## src/rtl/triangle_area_seq.sv

```systemverilog
// triangle_area_seq: twice-area (|shoelace determinant|) of one triangle using one shared XW x YW multiplier.
// Latency: out_valid rises on the 8th edge counting the accept edge as the 1st; one triangle per 9 cycles minimum.
// Backpressure: in_ready only in IDLE; result held in DONE until out_ready. Define TRI_HALF_AREA_EN to return |det|>>1.
module triangle_area_seq #(
  parameter int XW = 9,
  parameter int YW = 7
) (
  input  logic          CLOCK_50,
  input  logic          reset,
  input  logic          in_valid,
  output logic          in_ready,
  input  logic [XW-1:0] ax,
  input  logic [XW-1:0] bx,
  input  logic [XW-1:0] cx,
  input  logic [YW-1:0] ay,
  input  logic [YW-1:0] by,
  input  logic [YW-1:0] cy,
  output logic          out_valid,
  input  logic          out_ready,
  output logic [XW+YW:0] area,
  output logic          busy
);

  localparam int PW   = XW + YW;
  localparam int ACCW = XW + YW + 3;
  localparam int AW   = XW + YW + 1;

  typedef enum logic [1:0] {S_IDLE, S_MUL, S_ABS, S_DONE} state_t;

  state_t state, state_nxt;

  logic [2:0]             step;
  logic [XW-1:0]          ax_r, bx_r, cx_r;
  logic [YW-1:0]          ay_r, by_r, cy_r;
  logic signed [ACCW-1:0] acc;

  logic [XW-1:0]          op_x;
  logic [YW-1:0]          op_y;
  logic [PW-1:0]          prod;
  logic signed [ACCW-1:0] prod_ext;
  logic                   step_sub;
  logic [AW-1:0]          mag;
  logic [AW-1:0]          area_nxt;

  // State register
  always_ff @(posedge CLOCK_50 or posedge reset) begin
    if (reset) state <= S_IDLE;
    else       state <= state_nxt;
  end

  // Next-state logic: six multiply steps, one abs step, then hold until the result is taken
  always_comb begin
    state_nxt = state;
    case (state)
      S_IDLE: if (in_valid)        state_nxt = S_MUL;
      S_MUL:  if (step == 3'd5)    state_nxt = S_ABS;
      S_ABS:                       state_nxt = S_DONE;
      S_DONE: if (out_ready)       state_nxt = S_IDLE;
      default:                     state_nxt = S_IDLE;
    endcase
  end

  // Output decode from state
  always_comb begin
    in_ready = (state == S_IDLE);
    busy     = (state != S_IDLE);
  end

  // Operand select for the shared multiplier: steps 0-2 are the positive terms, 3-5 the negative ones
  always_comb begin
    op_x = ax_r;
    op_y = by_r;
    case (step)
      3'd0:    begin op_x = ax_r; op_y = by_r; end
      3'd1:    begin op_x = cx_r; op_y = ay_r; end
      3'd2:    begin op_x = bx_r; op_y = cy_r; end
      3'd3:    begin op_x = bx_r; op_y = ay_r; end
      3'd4:    begin op_x = ax_r; op_y = cy_r; end
      3'd5:    begin op_x = cx_r; op_y = by_r; end
      default: begin op_x = ax_r; op_y = by_r; end
    endcase
  end

  assign prod     = {{YW{1'b0}}, op_x} * {{XW{1'b0}}, op_y};
  assign prod_ext = signed'({3'b000, prod});
  assign step_sub = (step >= 3'd3);

  // Magnitude of the determinant; it always fits in AW bits so truncation is lossless
  always_comb begin
    mag = acc[ACCW-1] ? AW'(-acc) : AW'(acc);
`ifdef TRI_HALF_AREA_EN
    area_nxt = mag >> 1;
`else
    area_nxt = mag;
`endif
  end

  // Datapath: capture on accept, accumulate one product per MUL cycle, publish in ABS, clear on output handshake
  always_ff @(posedge CLOCK_50 or posedge reset) begin
    if (reset) begin
      step      <= '0;
      acc       <= '0;
      area      <= '0;
      out_valid <= 1'b0;
      ax_r      <= '0;
      bx_r      <= '0;
      cx_r      <= '0;
      ay_r      <= '0;
      by_r      <= '0;
      cy_r      <= '0;
    end else begin
      case (state)
        S_IDLE: if (in_valid) begin
          ax_r <= ax;
          bx_r <= bx;
          cx_r <= cx;
          ay_r <= ay;
          by_r <= by;
          cy_r <= cy;
          acc  <= '0;
          step <= '0;
        end
        S_MUL: begin
          acc  <= step_sub ? (acc - prod_ext) : (acc + prod_ext);
          step <= step + 3'd1;
        end
        S_ABS: begin
          area      <= area_nxt;
          out_valid <= 1'b1;
        end
        S_DONE: if (out_ready) out_valid <= 1'b0;
        default: ;
      endcase
    end
  end

endmodule
```

## config.mk

```make
export PLATFORM = sky130hd
export DESIGN_NAME = triangle_area_seq
export DESIGN_NICKNAME = d
export VERILOG_FILES = /design/src/rtl/triangle_area_seq.sv
export SDC_FILE = /design/constraint.sdc
export NUM_CORES = 1
export LEC_CHECK = 0
export CAP_MARGIN = 10
export CORE_ASPECT_RATIO = 1.75
export CORE_MARGIN = 2
export CORE_UTILIZATION = 60
export CTS_BUF_LIST = sky130_fd_sc_hd__clkbuf_4
export CTS_CLUSTER_SIZE = 10
export DETAILED_ROUTE_END_ITERATION = 8
export PLACE_DENSITY = 0.86
export SETUP_SLACK_MARGIN = 0.5
export SYNTH_ARGS = -nofsm -noshare
export SYNTH_HDL_FRONTEND = slang
export SYNTH_SLANG_ARGS = --single-unit
```

## constraint.sdc

```tcl
create_clock -name CLOCK_50 -period 9.4 [get_ports CLOCK_50]
set_input_delay 1.88 -clock CLOCK_50 [delete_from_list [all_inputs] [get_ports CLOCK_50]]
set_output_delay 1.88 -clock CLOCK_50 [all_outputs]
set_load 0.01 [all_outputs]
```

; ---- After elaboration in Yosys (flattened, before gate mapping)
; Cells that the tools add are included.
; W data, S select, Z words.
[totals]
register_bits = 90
in_bits = 52
out_inout_bits = 20
wordCells = 54
[classes]
add_sub_neg = 4
n_mul = 1
order_cmp = 1
eq_ne = 11
muxes = 14
n_reduce_logical = 12
[ops]
columns = cell, count
row1 = $mux W19, 2
row2 = $pmux W19 S2, 1
row3 = $add A19 B17 Y19, 1
row4 = $sub A19 B17 Y19, 1
row5 = $pmux W9 S2, 1
row6 = $mux W17, 1
row7 = $neg A17 Y17, 1
row8 = $mul A9 B7 Y16, 1
row9 = $pmux W7 S2, 1
row10 = $pmux W2 S4, 1
row11 = $reduce_or A2 Y1, 4
row12 = $eq A3 B2 Y1 const B, 2
row13 = $eq A3 B3 Y1 const B, 2
row14 = $mux W2, 3
row15 = $ne A2 B2 Y1 const B, 3
row16 = $pmux W3 S2, 1
row17 = $reduce_and A2 Y1, 3
row18 = $reduce_bool A2 Y1, 3
row19 = $eq A2 B2 Y1 const B, 2
row20 = $add A3 B1 Y3 const B, 1
row21 = $eq A3 B1 Y1 const B, 1
row22 = $ge A3 B2 Y1 const B, 1
row23 = $mux W3, 1
row24 = $reduce_and A3 Y1, 1
row25 = 4 further kinds, 4

; ---- Logic depth before layout (Yosys ltp)
[depth]
depth_word = 7
mapped_depth = 37
mapped_depth_nobuf = 34

; ---- Least setup slack after synthesis
; No wires, ideal clock.
[synth_timing]
path_type = register to register
startpoint = register step[2]
endpoint = register acc[18]
setup_ns = 0.082
arrival_time_ns = 7.880
t_required_ns = 9.318
slack_ns = 1.438
path_stages_with_launch = 33
path_buffers = 3
period_less_slack_ns = 7.962
path_cell_list = dfrtp_1 > clkbuf_2 > inv_1 > ha_1 > a21o_1 > buf_2 > nor2b_1 > clkbuf_1 > a221oi_1 > nor2_1 > fa_1 > fa_1 > fa_1 > inv_1 > fa_1 > inv_1 > ha_1 > a2111o_1 > o21ai_0 > xor2_1 > nand4b_1 > o31ai_1 > xnor2_1 > ha_1 > and3_1 > and3_1 > a21o_1 > a211oi_1 > o21bai_1 > a21oi_1 > xor2_1 > a21oi_1 > o22ai_1
[synth_via]
elab_chain_len = 7
elab_cells_between_ends = 17
cone_classes = 2 x add/sub / 1 x mul / 1 x order compare / 5 x eq/ne / 4 x mux / 4 x reduce/logical
[synth_lines]
columns = item, line_no
row1 = "start, declared", 32  ; logic [2:0] step;
row2 = "start signal, assigned", 125  ; step <= step + 3'd1;
row3 = $eq A3 B3 Y1 (tied with other cells), 73  ; case (step)
row4 = $reduce_or A2 Y1 (no line), n/a
row5 = $pmux W9 S2 / $pmux W7 S2 (equally long branches), 73
row6 = $mul A9 B7 Y16, 84  ; assign prod = {{YW{1'b0}}, op_x} * {{XW{1'b0}}, op_y};
row7 = $add A19 B17 Y19 / $sub A19 B17 Y19 (equally long branches), 124  ; acc <= step_sub ? (acc - prod_ext) : (acc + prod_ext);
row8 = $mux W19 *, 124
row9 = $pmux W19 S2 *, 112  ; case (state)
row10 = "end signal, assigned", 124
row11 = "end, declared", 35  ; logic signed [ACCW-1:0] acc;
; Every way passes the cells marked *; elsewhere a longest branch is shown, timed or not.
; A chain may end at the register's enable or synchronous reset.

; ---- Final worst setup path
[layout_timing]
startpoint = register step[0]
endpoint = register acc[18]
; Same word-level chain as after synthesis.

==> results.toml <==
[outcome]
status = "finished clean"

[clock_network]
cts_sinks = 90
clk_latency_ns = 0.51
clkSlewWorstSetupHoldPaths_ns = 0.19
root_buffer = "clkbuf_4"
clk_path_buf_depth = 2
h-tree-depth = 3
cts_tree = "done"
cts_buffers = 9

[timing]
finalHoldViolations = 0
fin_hold_ws_ns = 0.524
final.period_utilization_pct = 91.4
skew_ns = 0.0386
layout_min_cycle_time_ns = 8.59
fin_tns_setup_ns = 0
fmax_mhz = 116
max_slew_margin_pct = 24.4
rsz0062_at_grt = "no"
drv_slew = 0
tightest_slew_ns = 1.13
setup_viol = 0

[critical_path]
end_kind = "register"
cp.arrival_ns = 9.02
required_ns = 9.83
crit_fanout = 10
start_kind = "register"
critPathSlowestCell = "fa_1"
slowest_delay_ns = 0.56
worst-setup-path-type = "reg2reg"

[routing]
drc = 0
drt_pre_antenna_iters = 8
wl_per_cell_um = 16.9
post_drt_via_cell_ratio = 6.01
routed_wirelength_um = 16100
final_antenna_net_count = 0
dr_total_vias = 5739
first_iter_violations = 322

[grt]
grt_max_degree = 91
grt_use_total_pct = 26.1
grt_pass1_vias = 6051
grt_antenna_before_repair = 0
grt_overflow = 0
grt_first_pass_wirelength_um = 26900

[min_path]
hp-class = "reg2reg"

[synthesis]
syn_area_sq_mm = 0.00723
post_synth_num_cell_types = 62
syn-mean-instance-area_sq_um = 9.69
ys_ff_latch = 90
ys_seq_area_share_pct = 31.2
synthArstFlopShare_pct = 100
syn_inst = 746
syn_nets = 896
yosysWarnings = 0
synth_edf_count = 0
synth-main-ff-cell = "dfrtp_1"

[placement]
hpwl_um = 12700
io_buffers = 71
routabilityCongestion = 0.874

[cells_and_area]
multi_input_area_sq_mm = 0.00476
fin_nets = 963
n_antenna_cell = 0
fin_util_pct = 69.9
fill_cells = 911
drive_gt1_share_pct = 14.2
ff_latch_area_sq_mm = 0.00225
syn_to_final_growth_pct = 14.8

[run]
cap_violations = 0

[die]
fp.dieH_um = 149
die_area_sq_mm = 0.0130
io_pins = 72
rows = 53
core_area_sq_mm = 0.0119
die_w_um = 87.0
start_util_pct = 60.9
==> cells by family (layout without fill, tap and decap cells) <==
| family | Yosys count | count (layout) | synth area share (%) |
|---|---|---|---|
| AND/OR/NAND/NOR | 207 | 207 | 13.0 |
| AO/OA/AOI/OAI | 169 | 169 | 16.0 |
| adder cells (fa/ha/maj) | 98 | 98 | 20.6 |
| flip-flops | 90 | 90 | 31.2 |
| buffers and inverters | 76 | 148 | 4.36 |
| XOR/XNOR | 55 | 55 | 6.92 |
| multiplexers | 51 | 51 | 7.91 |
==> per-layer routing <==
layer | up-vias | track usage (%) | share of wire [%]
li1 | 2714 | - | -
met1 | 2823 | 25.1 | 34
met2 | 157 | 51.9 | 60
met3 | 45 | 3.71 | 3.1
met4 | 0 | 11.6 | 3.0
met5 | - | 0 | 0
==> through the flow <==
stage	cell area, sq um	instances	setup WS, ns
2_1_floorplan	7230	746	1.44
3_3_place_gp	8060	939	0.720
3_5_place_dp	8060	939	0.208
4_1_cts	8240	955	0.636
5_1_grt	8300	955	0.521
6_report	8300	955	0.813
==> cell usage in the layout (no fill, tap or decap), types with 14 or more instances in the layout <==
cell,instances
inv_1,52
xor2_1,33
ha_1,62
or2_2,14
dfrtp_1,90
nor2_1,99
nand2_1,37
xnor2_1,21
mux2_2,49
a21oi_1,47
clkdlybuf4s50_1,71
fa_1,35
o21ai_0,38
==> critical path: cells and delay by family, from the launching register on <==
kind / cells / cell delay, ns
buffers and inverters: 2 / 0.11
AOI/OAI and AO/OA: 12 / 3.05
xor gates and xnor gates: 3 / 0.66
and+or+nand+nor: 4 / 0.85
DFF: 1 / 0.49
adders and majority gates: 8 / 3.34
==> cell usage after synthesis, drive strengths merged (12+ instances only) <==
cell type,n,area (sq um)
a21o,13,98.9
a21oi,53,269
a22o,12,105
clkbuf,16,71.3
dfrtp,90,2250
fa,35,701
ha,63,788
inv,53,199
mux2,49,552
nand2,38,143
nor2,100,375
o21ai,40,204
or2,14,87.6
xnor2,21,184
xor2,34,317
==> path summary, 6_finish.rpt <==
path / from / endpoint / slack, ns / cells past startpoint
setup / recovery: step[0]$_DFFE_PP0P_ / acc[18]$_DFFE_PP0P_ / 0.81 / 29
hold / removal: acc[17]$_DFFE_PP0P_ / acc[17]$_DFFE_PP0P_ / 0.52 / 2
setup reg to reg: step[0]$_DFFE_PP0P_ / acc[18]$_DFFE_PP0P_ / 0.81 / 29
hold reg to reg: acc[17]$_DFFE_PP0P_ / acc[17]$_DFFE_PP0P_ / 0.52 / 2
max in group asynchronous: reset / by_r[3]$_DFFE_PP0P_ / 6.60 / 3
min in group asynchronous: reset / ax_r[4]$_DFFE_PP0P_ / 2.01 / 3
==> sequential cells by signal (all words and copies together) (netlist names) <==
register / flops
state: 2
area: 17
out_valid: 1
ay_r: 7
bx_r: 9
cx_r: 9
by_r: 7
cy_r: 7
acc: 19
step: 3
ax_r: 9
==> what timing repair did <==
item                       in CTS  in global routing
hold buffers                    0                  0
buffers inserted                0                  0
pin swaps                       0                  1
setup endpoints to repair       1                  4
gates resized for setup         5                 14
==> final cells by class <==
type / count / area share (%)
Sequential cell: 90 / 27.1
Clock inverter: 7 / 0.920
Clock buffer: 9 / 0.814
Tap cell: 137 / 2.07
Multi-Input combinational cell: 580 / 57.4
Inverter: 53 / 2.41
Timing Repair Buffer: 79 / 9.29
Power is not shown: default switching activity piles up to over one toggle a cycle in this logic, so the estimate is an artifact.
